$ cat config.mk
export PLATFORM = sky130hd
export DESIGN_NAME = rm_lane_allocator_flat
export DESIGN_NICKNAME = d
export VERILOG_FILES = /design/src/rtl/rm_lane_allocator_pkg.sv /design/src/rtl/rm_lane_allocator_if.sv /design/src/rtl/rm_lane_allocator_picker.sv /design/src/rtl/rm_lane_allocator.sv /design/src/flat_wrapper.sv
export SDC_FILE = /design/constraint.sdc
export NUM_CORES = 1
export LEC_CHECK = 0
export ABC_AREA = 1
export CAP_MARGIN = 10
export CORE_UTILIZATION = 48
export DETAILED_ROUTE_END_ITERATION = 10
export GPL_ROUTABILITY_DRIVEN = 0
export HOLD_SLACK_MARGIN = 0.03
export PLACE_DENSITY = 0.85
export SLEW_MARGIN = 20
export SYNTH_ARGS = -nofsm -noshare
export SYNTH_HDL_FRONTEND = slang
export SYNTH_SLANG_ARGS = --single-unit
export TNS_END_PERCENT = 1
$ cat constraint.sdc
create_clock -name clk_i -period 3.82 [get_ports clk_i]
set_clock_uncertainty 0.1 [all_clocks]
set_input_delay 0.764 -clock clk_i [delete_from_list [all_inputs] [get_ports clk_i]]
set_output_delay 0.764 -clock clk_i [all_outputs]
set_load 0.02 [all_outputs]
$ cat src/rtl/rm_lane_allocator_pkg.sv
// Shared types for the runtime-monitor lane allocator: lane geometry, the
// monitored instruction type, the router control word and the allocator FSM states.
package rm_lane_allocator_pkg;

  localparam int RM_NUM_LANES = 5;
  localparam int RM_LANE_W    = $clog2(RM_NUM_LANES);
  localparam int RM_CNT_W     = $clog2(RM_NUM_LANES + 1);

  typedef enum logic [1:0] {
    RM_ITYPE_LOAD   = 2'd0,
    RM_ITYPE_STORE  = 2'd1,
    RM_ITYPE_BRANCH = 2'd2,
    RM_ITYPE_CALL   = 2'd3
  } monitored_itype;

  typedef struct packed {
    logic                 monitor_ins;
    logic [RM_LANE_W-1:0] idx;
    logic [RM_LANE_W-1:0] p_idx;
    monitored_itype       itype;
    logic                 two_lane;
    logic [RM_LANE_W-1:0] lane0;
    logic [RM_LANE_W-1:0] lane1;
  } runtime_monitor_ctrl;

  typedef enum logic {
    RM_ALLOC_RUN,
    RM_ALLOC_FLUSH
  } rm_alloc_state_e;

endpackage

$ cat src/rtl/rm_lane_allocator_if.sv
// Issue-side request handshake plus the registered control word sent to the event router.
interface rm_lane_allocator_if;
  import rm_lane_allocator_pkg::*;

  logic                 req_valid;
  logic                 req_ready;
  logic [RM_LANE_W-1:0] req_idx;
  logic [RM_LANE_W-1:0] req_p_idx;
  monitored_itype       req_itype;
  logic                 req_two_lane;
  runtime_monitor_ctrl  monitor;

  modport master (
    output req_valid, req_idx, req_p_idx, req_itype, req_two_lane,
    input  req_ready, monitor
  );

  modport slave (
    input  req_valid, req_idx, req_p_idx, req_itype, req_two_lane,
    output req_ready, monitor
  );

endinterface

$ cat src/rtl/rm_lane_allocator_picker.sv
// Combinational find-first-two over the free map, plus a popcount of free lanes.
module rm_free_lane_picker #(
  parameter int NUM_LANES = 5,
  parameter int LANE_W    = $clog2(NUM_LANES),
  parameter int CNT_W     = $clog2(NUM_LANES + 1)
) (
  input  logic [NUM_LANES-1:0] free_map,
  output logic [LANE_W-1:0]    lane0,
  output logic [LANE_W-1:0]    lane1,
  output logic                 lane0_vld,
  output logic                 lane1_vld,
  output logic [CNT_W-1:0]     free_cnt
);

  always_comb begin
    lane0     = '0;
    lane1     = '0;
    lane0_vld = 1'b0;
    lane1_vld = 1'b0;
    free_cnt  = '0;
    for (int i = 0; i < NUM_LANES; i++) begin
      if (free_map[i]) begin
        if (!lane0_vld) begin
          lane0     = LANE_W'(i);
          lane0_vld = 1'b1;
        end else if (!lane1_vld) begin
          lane1     = LANE_W'(i);
          lane1_vld = 1'b1;
        end
        free_cnt = free_cnt + CNT_W'(1);
      end
    end
  end

endmodule

$ cat src/rtl/rm_lane_allocator.sv
// Hands free monitor lanes to monitored instructions at issue, frees them on router
// release pulses, back-pressures issue and drains every lane on a flush.
module rm_lane_allocator
  import rm_lane_allocator_pkg::*;
#(
  parameter int NUM_LANES = RM_NUM_LANES,
  parameter int STALL_W   = 8
) (
  input  logic                 clk_i,
  input  logic                 rst_ni,
  rm_lane_allocator_if.slave   bus,
  input  logic [NUM_LANES-1:0] lane_release_i,
  input  logic                 flush_i,
  output logic [$clog2(NUM_LANES+1)-1:0] free_cnt_o,
  output logic [STALL_W-1:0]   stall_cnt_o,
  output logic                 err_o
);

  localparam int LANE_W = $clog2(NUM_LANES);
  localparam int CNT_W  = $clog2(NUM_LANES + 1);

  rm_alloc_state_e      state_reg, state_next;
  logic [NUM_LANES-1:0] free_map_reg, free_map_next, alloc_mask;
  runtime_monitor_ctrl  monitor_reg, monitor_next;
  logic [STALL_W-1:0]   stall_cnt_reg, stall_cnt_next;
  logic                 err_reg, err_next;

  logic [LANE_W-1:0]    pick_lane0, pick_lane1;
  logic                 pick_lane0_vld, pick_lane1_vld;
  logic [CNT_W-1:0]     free_cnt;
  logic                 req_ready, handshake;

  rm_free_lane_picker #(
    .NUM_LANES (NUM_LANES),
    .LANE_W    (LANE_W),
    .CNT_W     (CNT_W)
  ) u_picker (
    .free_map  (free_map_reg),
    .lane0     (pick_lane0),
    .lane1     (pick_lane1),
    .lane0_vld (pick_lane0_vld),
    .lane1_vld (pick_lane1_vld),
    .free_cnt  (free_cnt)
  );

  // Held low in reset so nothing upstream sees a handshake before the lanes are known free.
  assign req_ready = rst_ni & (state_reg == RM_ALLOC_RUN) & ~flush_i &
                     ((free_cnt >= CNT_W'(2)) |
                      ((free_cnt >= CNT_W'(1)) & ~bus.req_two_lane));
  assign handshake = bus.req_valid & req_ready;

  for (genvar gi = 0; gi < NUM_LANES; gi++) begin : g_alloc
    assign alloc_mask[gi] = handshake &
        ((pick_lane0_vld & (pick_lane0 == LANE_W'(gi))) |
         (bus.req_two_lane & pick_lane1_vld & (pick_lane1 == LANE_W'(gi))));
  end

  assign free_map_next = (free_map_reg & ~alloc_mask) | lane_release_i;
  assign err_next      = err_reg | (|(lane_release_i & free_map_reg));

  // Leaving FLUSH keys off the post-release map so issue resumes right after the last release.
  always_comb begin
    state_next = state_reg;
    case (state_reg)
      RM_ALLOC_RUN:   if (flush_i) state_next = RM_ALLOC_FLUSH;
      RM_ALLOC_FLUSH: if (&free_map_next) state_next = RM_ALLOC_RUN;
      default:        state_next = RM_ALLOC_RUN;
    endcase
  end

  always_comb begin
    monitor_next = '0;
    if (handshake) begin
      monitor_next.monitor_ins = 1'b1;
      monitor_next.idx         = bus.req_idx;
      monitor_next.itype       = bus.req_itype;
      monitor_next.two_lane    = bus.req_two_lane;
      monitor_next.lane0       = pick_lane0;
      if (bus.req_two_lane) begin
        monitor_next.lane1 = pick_lane1;
        monitor_next.p_idx = bus.req_p_idx;
      end
    end
  end

  always_comb begin
    stall_cnt_next = '0;
    if (bus.req_valid && !req_ready) begin
      stall_cnt_next = (stall_cnt_reg == '1) ? stall_cnt_reg : stall_cnt_reg + STALL_W'(1);
    end
  end

  always_ff @(posedge clk_i or negedge rst_ni) begin
    if (!rst_ni) begin
      state_reg     <= RM_ALLOC_RUN;
      free_map_reg  <= '1;
      monitor_reg   <= '0;
      stall_cnt_reg <= '0;
      err_reg       <= 1'b0;
    end else begin
      state_reg     <= state_next;
      free_map_reg  <= free_map_next;
      monitor_reg   <= monitor_next;
      stall_cnt_reg <= stall_cnt_next;
      err_reg       <= err_next;
    end
  end

  assign bus.req_ready = req_ready;
  assign bus.monitor   = monitor_reg;
  assign free_cnt_o    = free_cnt;
  assign stall_cnt_o   = stall_cnt_reg;
  assign err_o         = err_reg;

endmodule
$ cat src/flat_wrapper.sv
// flat-port wrapper written by rule: the top's interface ports become plain ports
module rm_lane_allocator_flat import rm_lane_allocator_pkg::*;
#(
  parameter int NUM_LANES = RM_NUM_LANES,
  parameter int STALL_W   = 8
)
  (clk_i, rst_ni, lane_release_i, flush_i, free_cnt_o, stall_cnt_o, err_o, bus_req_valid, bus_req_idx, bus_req_p_idx, bus_req_itype, bus_req_two_lane, bus_req_ready, bus_monitor);
  rm_lane_allocator_if bus_i ();
  input  logic clk_i;
  input  logic rst_ni;
  input  logic [NUM_LANES-1:0] lane_release_i;
  input  logic flush_i;
  output logic [$clog2(NUM_LANES+1)-1:0] free_cnt_o;
  output logic [STALL_W-1:0] stall_cnt_o;
  output logic err_o;
  input wire logic [$bits(bus_i.req_valid)-1:0] bus_req_valid;
  input wire logic [$bits(bus_i.req_idx)-1:0] bus_req_idx;
  input wire logic [$bits(bus_i.req_p_idx)-1:0] bus_req_p_idx;
  input wire logic [$bits(bus_i.req_itype)-1:0] bus_req_itype;
  input wire logic [$bits(bus_i.req_two_lane)-1:0] bus_req_two_lane;
  output wire logic [$bits(bus_i.req_ready)-1:0] bus_req_ready;
  output wire logic [$bits(bus_i.monitor)-1:0] bus_monitor;
  assign bus_i.req_valid = bus_req_valid;
  assign bus_i.req_idx = bus_req_idx;
  assign bus_i.req_p_idx = bus_req_p_idx;
  assign bus_i.req_itype = bus_req_itype;
  assign bus_i.req_two_lane = bus_req_two_lane;
  assign bus_req_ready = bus_i.req_ready;
  assign bus_monitor = bus_i.monitor;
  rm_lane_allocator #(.NUM_LANES(NUM_LANES), .STALL_W(STALL_W)) u_core (.clk_i(clk_i), .rst_ni(rst_ni), .bus(bus_i), .lane_release_i(lane_release_i), .flush_i(flush_i), .free_cnt_o(free_cnt_o), .stall_cnt_o(stall_cnt_o), .err_o(err_o));
endmodule
# Word-level counts from Yosys, hierarchy flattened
# Cells that the tools add are included.
[totals]
register_bits = 31
word_cells = 114
output_inout_bits = 29
[op_classes]
n_reduce_logical = 6
n_bitwise = 35
n_lt_le_gt_ge = 2
mux = 45
eq_ne = 10
n_addsub = 5
[ops]
columns = ["operator", "n"]
rows = [
  ["two-way mux 3 bit", 21],
  ["bitwise AND 1 bit", 21],
  ["two-way mux 1 bit", 20],
  ["two-way mux 16 bit", 1],
  ["two-way mux 8 bit", 2],
  ["adder 3 x 1 -> 3 bit, second input constant", 4],
  ["== test 3 x 2 -> 1 bit, second input constant", 4],
  ["bitwise AND 5 bit", 2],
  ["adder 8 x 1 -> 8 bit, second input constant", 1],
  ["== test 8 bit, second input constant", 1],
  ["OR 1 bit", 7],
  ["== test 3 x 1 -> 1 bit, second input constant", 2],
  ["== test 3 bit, second input constant", 2],
  ["logical NOT 3 bit", 2],
  ["NOT 5 bit", 1],
  ["OR 5 bit", 1],
  ["AND reduction 5 bit", 1],
  ["OR reduction 5 bit", 1],
  [">= comparator 3 x 1 -> 1 bit, second input constant", 1],
  [">= comparator 3 x 2 -> 1 bit, second input constant", 1],
  ["NOT 1 bit", 3],
  ["inequality test 2 bit, second input constant", 1],
  ["case mux 1 bit (2 select lines)", 1],
  ["logical AND 1 bit", 1],
  ["logical NOT 1 bit", 1],
]

# Logic depth before layout (Yosys ltp)
[depth]
depth_word = 22
depth_mapped = 20
depth_no_buf = 20

# Modules after synthesis
# From an unflattened synthesis, not the netlist that was laid out.
[unflattened]
hier_cells = 237
area_unflattened_um2 = 1764.2
[modules_own_cells]
columns = ["module", "n_inst", "cells_per_inst", "area_per_inst_um2", "seq_area_each_um2"]
rows = [
  ["rm_lane_allocator", 1, 159, 1358.8, 782.0],
  ["rm_free_lane_picker", 1, 78, 405.4, 0.0],
]

# Worst setup path after synthesis
# OpenSTA, ideal clock, no wires.
[synth_path]
path_kind = "reg2out"
from = "register u_core.free_map_reg[0]"
to = "output port bus_req_ready"
t_arrival_ps = 2385
path_slack_ps = 571
required_ps = 2956
path_stages_with_launch = 15
path_cell_list = "dfstp_2 > inv_1 > ha_1 > nand2_1 > inv_1 > nor2_2 > nand2_1 > nand3_1 > nand2_1 > ha_1 > or2_2 > nand2_1 > nand3_2 > nand2_2 > inv_1"
[synth_between]
elab_chain_cells = 13
word_cells_on_any_way = 14
cone_classes = "add/sub: 4; order compare: 2; mux: 5; bitwise: 3"
[synth_lines]
columns = ["item", "line_no", "rtl"]
rows = [
  ["from (decl)", "rm_lane_allocator.sv:23", "logic [NUM_LANES-1:0] free_map_reg, free_map_next, alloc_mask;"],
  ["from (signal assigned)", "rm_lane_allocator.sv:102", "free_map_reg <= free_map_next;"],
  ["two-way mux 1 bit (*)", "rm_lane_allocator_picker.sv:22", "if (free_map[i]) begin"],
  ["adder 3 x 1 -> 3 bit", "rm_lane_allocator_picker.sv:30", "free_cnt = free_cnt + CNT_W'(1);"],
  ["two-way mux 3 bit (*)", "rm_lane_allocator_picker.sv:22", ""],
  ["adder 3 x 1 -> 3 bit", "rm_lane_allocator_picker.sv:30", ""],
  ["two-way mux 3 bit (*)", "rm_lane_allocator_picker.sv:22", ""],
  ["adder 3 x 1 -> 3 bit", "rm_lane_allocator_picker.sv:30", ""],
  ["two-way mux 3 bit (*)", "rm_lane_allocator_picker.sv:22", ""],
  ["adder 3 x 1 -> 3 bit", "rm_lane_allocator_picker.sv:30", ""],
  ["two-way mux 3 bit (*)", "rm_lane_allocator_picker.sv:22", ""],
  [">= comparator 3 x 1 -> 1 bit", "rm_lane_allocator.sv:49", "((free_cnt >= CNT_W'(1)) & ~bus.req_two_lane));"],
  ["bitwise AND 1 bit", "rm_lane_allocator.sv:49", ""],
  ["OR 1 bit (*)", "rm_lane_allocator.sv:48", "((free_cnt >= CNT_W'(2)) |"],
  ["bitwise AND 1 bit (*)", "rm_lane_allocator.sv:47", "assign req_ready = rst_ni & (state_reg == RM_ALLOC_RUN) & ~flush_i &"],
  ["to (decl)", "flat_wrapper.sv:21", "output wire logic [$bits(bus_i.req_ready)-1:0] bus_req_ready;"],
]
# Every way passes the cells marked *; elsewhere a longest branch is shown, timed or not.

# Worst setup path in the final report
[layout_path]
from = "register u_core.free_map_reg[1]"
to = "output port bus_req_ready"
[layout_between]
elab_chain_cells = 11
word_cells_on_any_way = 12
cone_classes = "add/sub: 3; order compare: 2; mux: 4; bitwise: 3"
[layout_lines]
columns = ["item", "line_no"]
rows = [
  ["two-way mux 3 bit (*)", "rm_lane_allocator_picker.sv:22"],
  ["adder 3 x 1 -> 3 bit", "rm_lane_allocator_picker.sv:30"],
  ["two-way mux 3 bit (*)", "rm_lane_allocator_picker.sv:22"],
  ["adder 3 x 1 -> 3 bit", "rm_lane_allocator_picker.sv:30"],
  ["two-way mux 3 bit (*)", "rm_lane_allocator_picker.sv:22"],
  ["adder 3 x 1 -> 3 bit", "rm_lane_allocator_picker.sv:30"],
  ["two-way mux 3 bit (*)", "rm_lane_allocator_picker.sv:22"],
  [">= comparator 3 x 1 -> 1 bit", "rm_lane_allocator.sv:49"],
  ["bitwise AND 1 bit", "rm_lane_allocator.sv:49"],
  ["OR 1 bit (*)", "rm_lane_allocator.sv:48"],
  ["bitwise AND 1 bit (*)", "rm_lane_allocator.sv:47"],
]
# Marked as above.

==> flow_summary.ini <==
[run_status]
outcome = completed

[power]
power_frac_comb_pct = 24.9
cellLeakagePower_nw = 1.24
total_power_density_per_cell_area_nw_per_um2 = 374
p_switching_mw = 0.255
internal_power_mw = 0.656
vdd.ir_drop.worst_mv = 0.613
power.share.switching_pct = 28.0
power.clock.fraction_pct = 35.7
sequentialPowerShare_pct = 39.4

[critical_path]
max_incr_delay_on_cp_ns = 0.56
criticalPathCategory = reg -> out
critical_path.cell_chain = inv_1, ha_4, nand2_2, inv_1, nor2_2, nand2_1, nand3_1, nand2_1, ha_1, nand2_1, xor2_1, nor2_1, nor2_2, nand3_2, nand2_2, inv_1, clkbuf_2
rr_startpoint = u_core.free_map_reg[1]
crit_path_top_delay_cell = dfstp_2
worstPathMaxFanout = 4
worst-endpoint-required_ns = 2.96
timing.critical_path.from = u_core.free_map_reg[1]
worstPathArrival_ns = 2.74
cp-start-kind = flip-flop
critPathCaptureType = primary output

[timing]
report.final.slew_viol_count = 0
final_period_minus_worst_setup_slack_ns = 3.60
tightestPinTransition_ns = 0.374
setup_tns_after_final_layout_ns = 0
final.period_utilization_pct = 94.2
rsz0062_at_grt = false
finalHoldViolCount = 0
slew-limit-headroom_pct = 75.0
setup_violators_final = 0
timing.fmax_ghz = 0.278

[finish]
post_layout_nonfiller_instances = 334
fillers = 288
seq_cell_area_um2 = 782
nets = 312
synthToLayoutAreaGrowth_pct = 37.5
final_layout_size_suffix_gt1_share_pct = 13.9
multiInputGateArea_um2 = 830
largest_register_ff_count = 16
antenna_cells = 0

[drt]
viasPerCell = 4.73
drt_pass_1_iters = 4
finalWirelength_um = 3770
post_drt_wl_per_cell_um = 11.3
dr_total_vias = 1581
post-route-drc-count = 0
antenna_violating_nets_post_route = 0
violation_count_after_the_first_detailed_routing_iteration = 42

[global_route]
grt_pass1_wl_um = 6490
grt_max_degree = 32
grt_overflow = 0
grt.total_usage_pct = 21.2
first_global_vias = 1473
antenna_found_initial = 0

[cts]
tritoncts_num_sinks = 31
cts.reportedPaths.clkPinSlew_ns = 0.06
cts-buffers-inserted = 5
cts_tree = built
worstSkewPairLatency_ns = 0.28
htree_levels = 2
cts_max_path_buffers = 2
cts_root_buf = clkbuf_8
hold_buf_count_cts = 0

[logic_synthesis]
async_flop_share_pct = 100
yosysSeqAreaShare_pct = 44.1
edff_count_synth = 0
yosys_cell_types = 31
warning_count_from_the_yosys_run = 0
netlist_instances = 231
post_synth.cell_area_avg_um2 = 7.68
postSynthRegisterBits = 31
synth_net_count = 256
synth_ff_type = dfrtp_1
syn-cell-area_um2 = 1770

[placement]
place_inst = 324
numPortBuffers = 46
post-dp-hpwl_um = 2850

[floorplan]
die-height_um = 62.8
core-area_um2 = 3440
starting_density_of_the_core_pct = 51.5
io_pins = 47
num_rows = 21
die_width_um = 62.8
dieArea_um2 = 3940

[job]
max_cap_viols = 0

[worst_hold_path]
min-delay-start = u_core.free_map_reg[1]
worstHoldPathType = reg -> reg
## area by class of cell
class | instances | share of cell area, %
multi-input combinational | 157 | 34.0
sequential | 31 | 32.1
timing repair buffer | 52 | 20.4
inverter | 40 | 6.26
clock buffer | 6 | 3.39
tap | 46 | 2.36
clock inverter | 2 | 1.44
## routing by layer
| layer | vias to the layer above | GRT usage (%) | part of all wire [%] | routed length, um |
|---|---|---|---|---|
| met5 | - | 0 | 0 | 0 |
| met4 | 0 | 5.23 | 0.93 | 35 |
| met3 | 4 | 5.66 | 5.3 | 200 |
| met2 | 48 | 37.8 | 51 | 1920 |
| met1 | 705 | 25.3 | 43 | 1610 |
| li1 | 824 | - | - | - |
## worst max-delay path, delay by kind of cell, from the launching register on
kind | cells | cell delay (ns)
and+or+nand+nor | 10 | 0.94
adders and majority gates | 2 | 0.43
buffers and inverters | 4 | 0.34
xor gates and xnor gates | 1 | 0.17
DFF | 1 | 0.56
## cells by family after synthesis
family / share of synthesized area, %
AOI/OAI and AO/OA: 5.36
xor gates and xnor gates: 3.46
adders and majority gates: 4.94
buffers and inverters: 9.95
DFF: 44.1
and+or+nand+nor: 32.2
## Yosys cell counts, types with 2 or more instances
| cell type | count | share of area, % |
|---|---|---|
| nor2_2 | 3 | 1.1 |
| nor3_2 | 2 | 1.1 |
| dfrtp_1 | 26 | 37 |
| nand2_1 | 54 | 11 |
| inv_2 | 2 | 0.42 |
| or2_2 | 2 | 0.71 |
| nand2_2 | 3 | 1.1 |
| nor3_1 | 2 | 0.56 |
| dfstp_2 | 5 | 7.4 |
| ha_1 | 7 | 4.9 |
| xnor2_1 | 2 | 0.99 |
| a21oi_1 | 5 | 1.4 |
| xor2_1 | 5 | 2.5 |
| nor2_1 | 37 | 7.8 |
| inv_1 | 37 | 7.8 |
| nand3_1 | 12 | 3.4 |
| nor2_4 | 2 | 1.3 |
| o21ai_0 | 8 | 2.3 |
| nand4_1 | 5 | 1.8 |
## power by group through the flow
stage / Clock, mW / Combinational [mW] / Sequential, mW
2_1_floorplan: 0 / 0.118 / 0.377
3_3_place_gp: 0 / 0.221 / 0.365
3_5_place_dp: 0 / 0.226 / 0.366
4_1_cts: 0.330 / 0.226 / 0.360
5_1_grt: 0.345 / 0.251 / 0.362
6_report: 0.325 / 0.227 / 0.359
## metrics by stage
step	setup slack [ns]	power [mW]	hold slack (ns)	util, %	instance area [um^2]
floorplan	0.571	0.495	0.368	-	1770
global placement	0.115	0.586	0.411	66.7	2300
detailed placement	0.0135	0.592	0.415	66.7	2300
CTS	0.0309	0.916	0.439	70.5	2430
global route	0.00639	0.958	0.455	70.8	2440
finish	0.220	0.911	0.431	70.8	2440
## cell usage in the layout (no fill, tap or decap), types with 2 or more instances in the layout
| cell | count |
|---|---|
| nor3_2 | 2 |
| dfstp_2 | 5 |
| nand3_1 | 12 |
| o21ai_0 | 8 |
| a21oi_1 | 5 |
| nor3_1 | 2 |
| or2_2 | 2 |
| buf_4 | 6 |
| ha_1 | 6 |
| inv_1 | 37 |
| nand2_2 | 4 |
| dfrtp_1 | 26 |
| xnor2_1 | 2 |
| clkbuf_8 | 6 |
| dlygate4sd2_1 | 2 |
| nor2_4 | 2 |
| nand2_1 | 53 |
| inv_2 | 2 |
| nor2_1 | 37 |
| nand4_1 | 5 |
| clkdlybuf4s50_1 | 43 |
| xor2_1 | 5 |
| nor2_2 | 3 |
## path summary, 6_finish.rpt
kind                                     endpoint  slack (ns)  depth (start not counted)
max                                 bus_req_ready        0.22                         17
min                        u_core.free_map_reg[1]        0.43                          2
max reg2reg                      u_core.state_reg        0.77                         21
min reg2reg                u_core.free_map_reg[1]        0.43                          2
max in group asynchronous  u_core.free_map_reg[1]        2.46                          2
min in group asynchronous   u_core.stall_cnt_o[2]        0.84                          2
## repair_timing
| item | 4_1_cts | 5_1_grt |
|---|---|---|
| gates resized for setup | 5 | 2 |
| pin swaps | 0 | 1 |
| buffers inserted | 0 | 2 |
| endpoints found under the setup margin | 3 | 2 |
(Power assumes the default switching activity.)
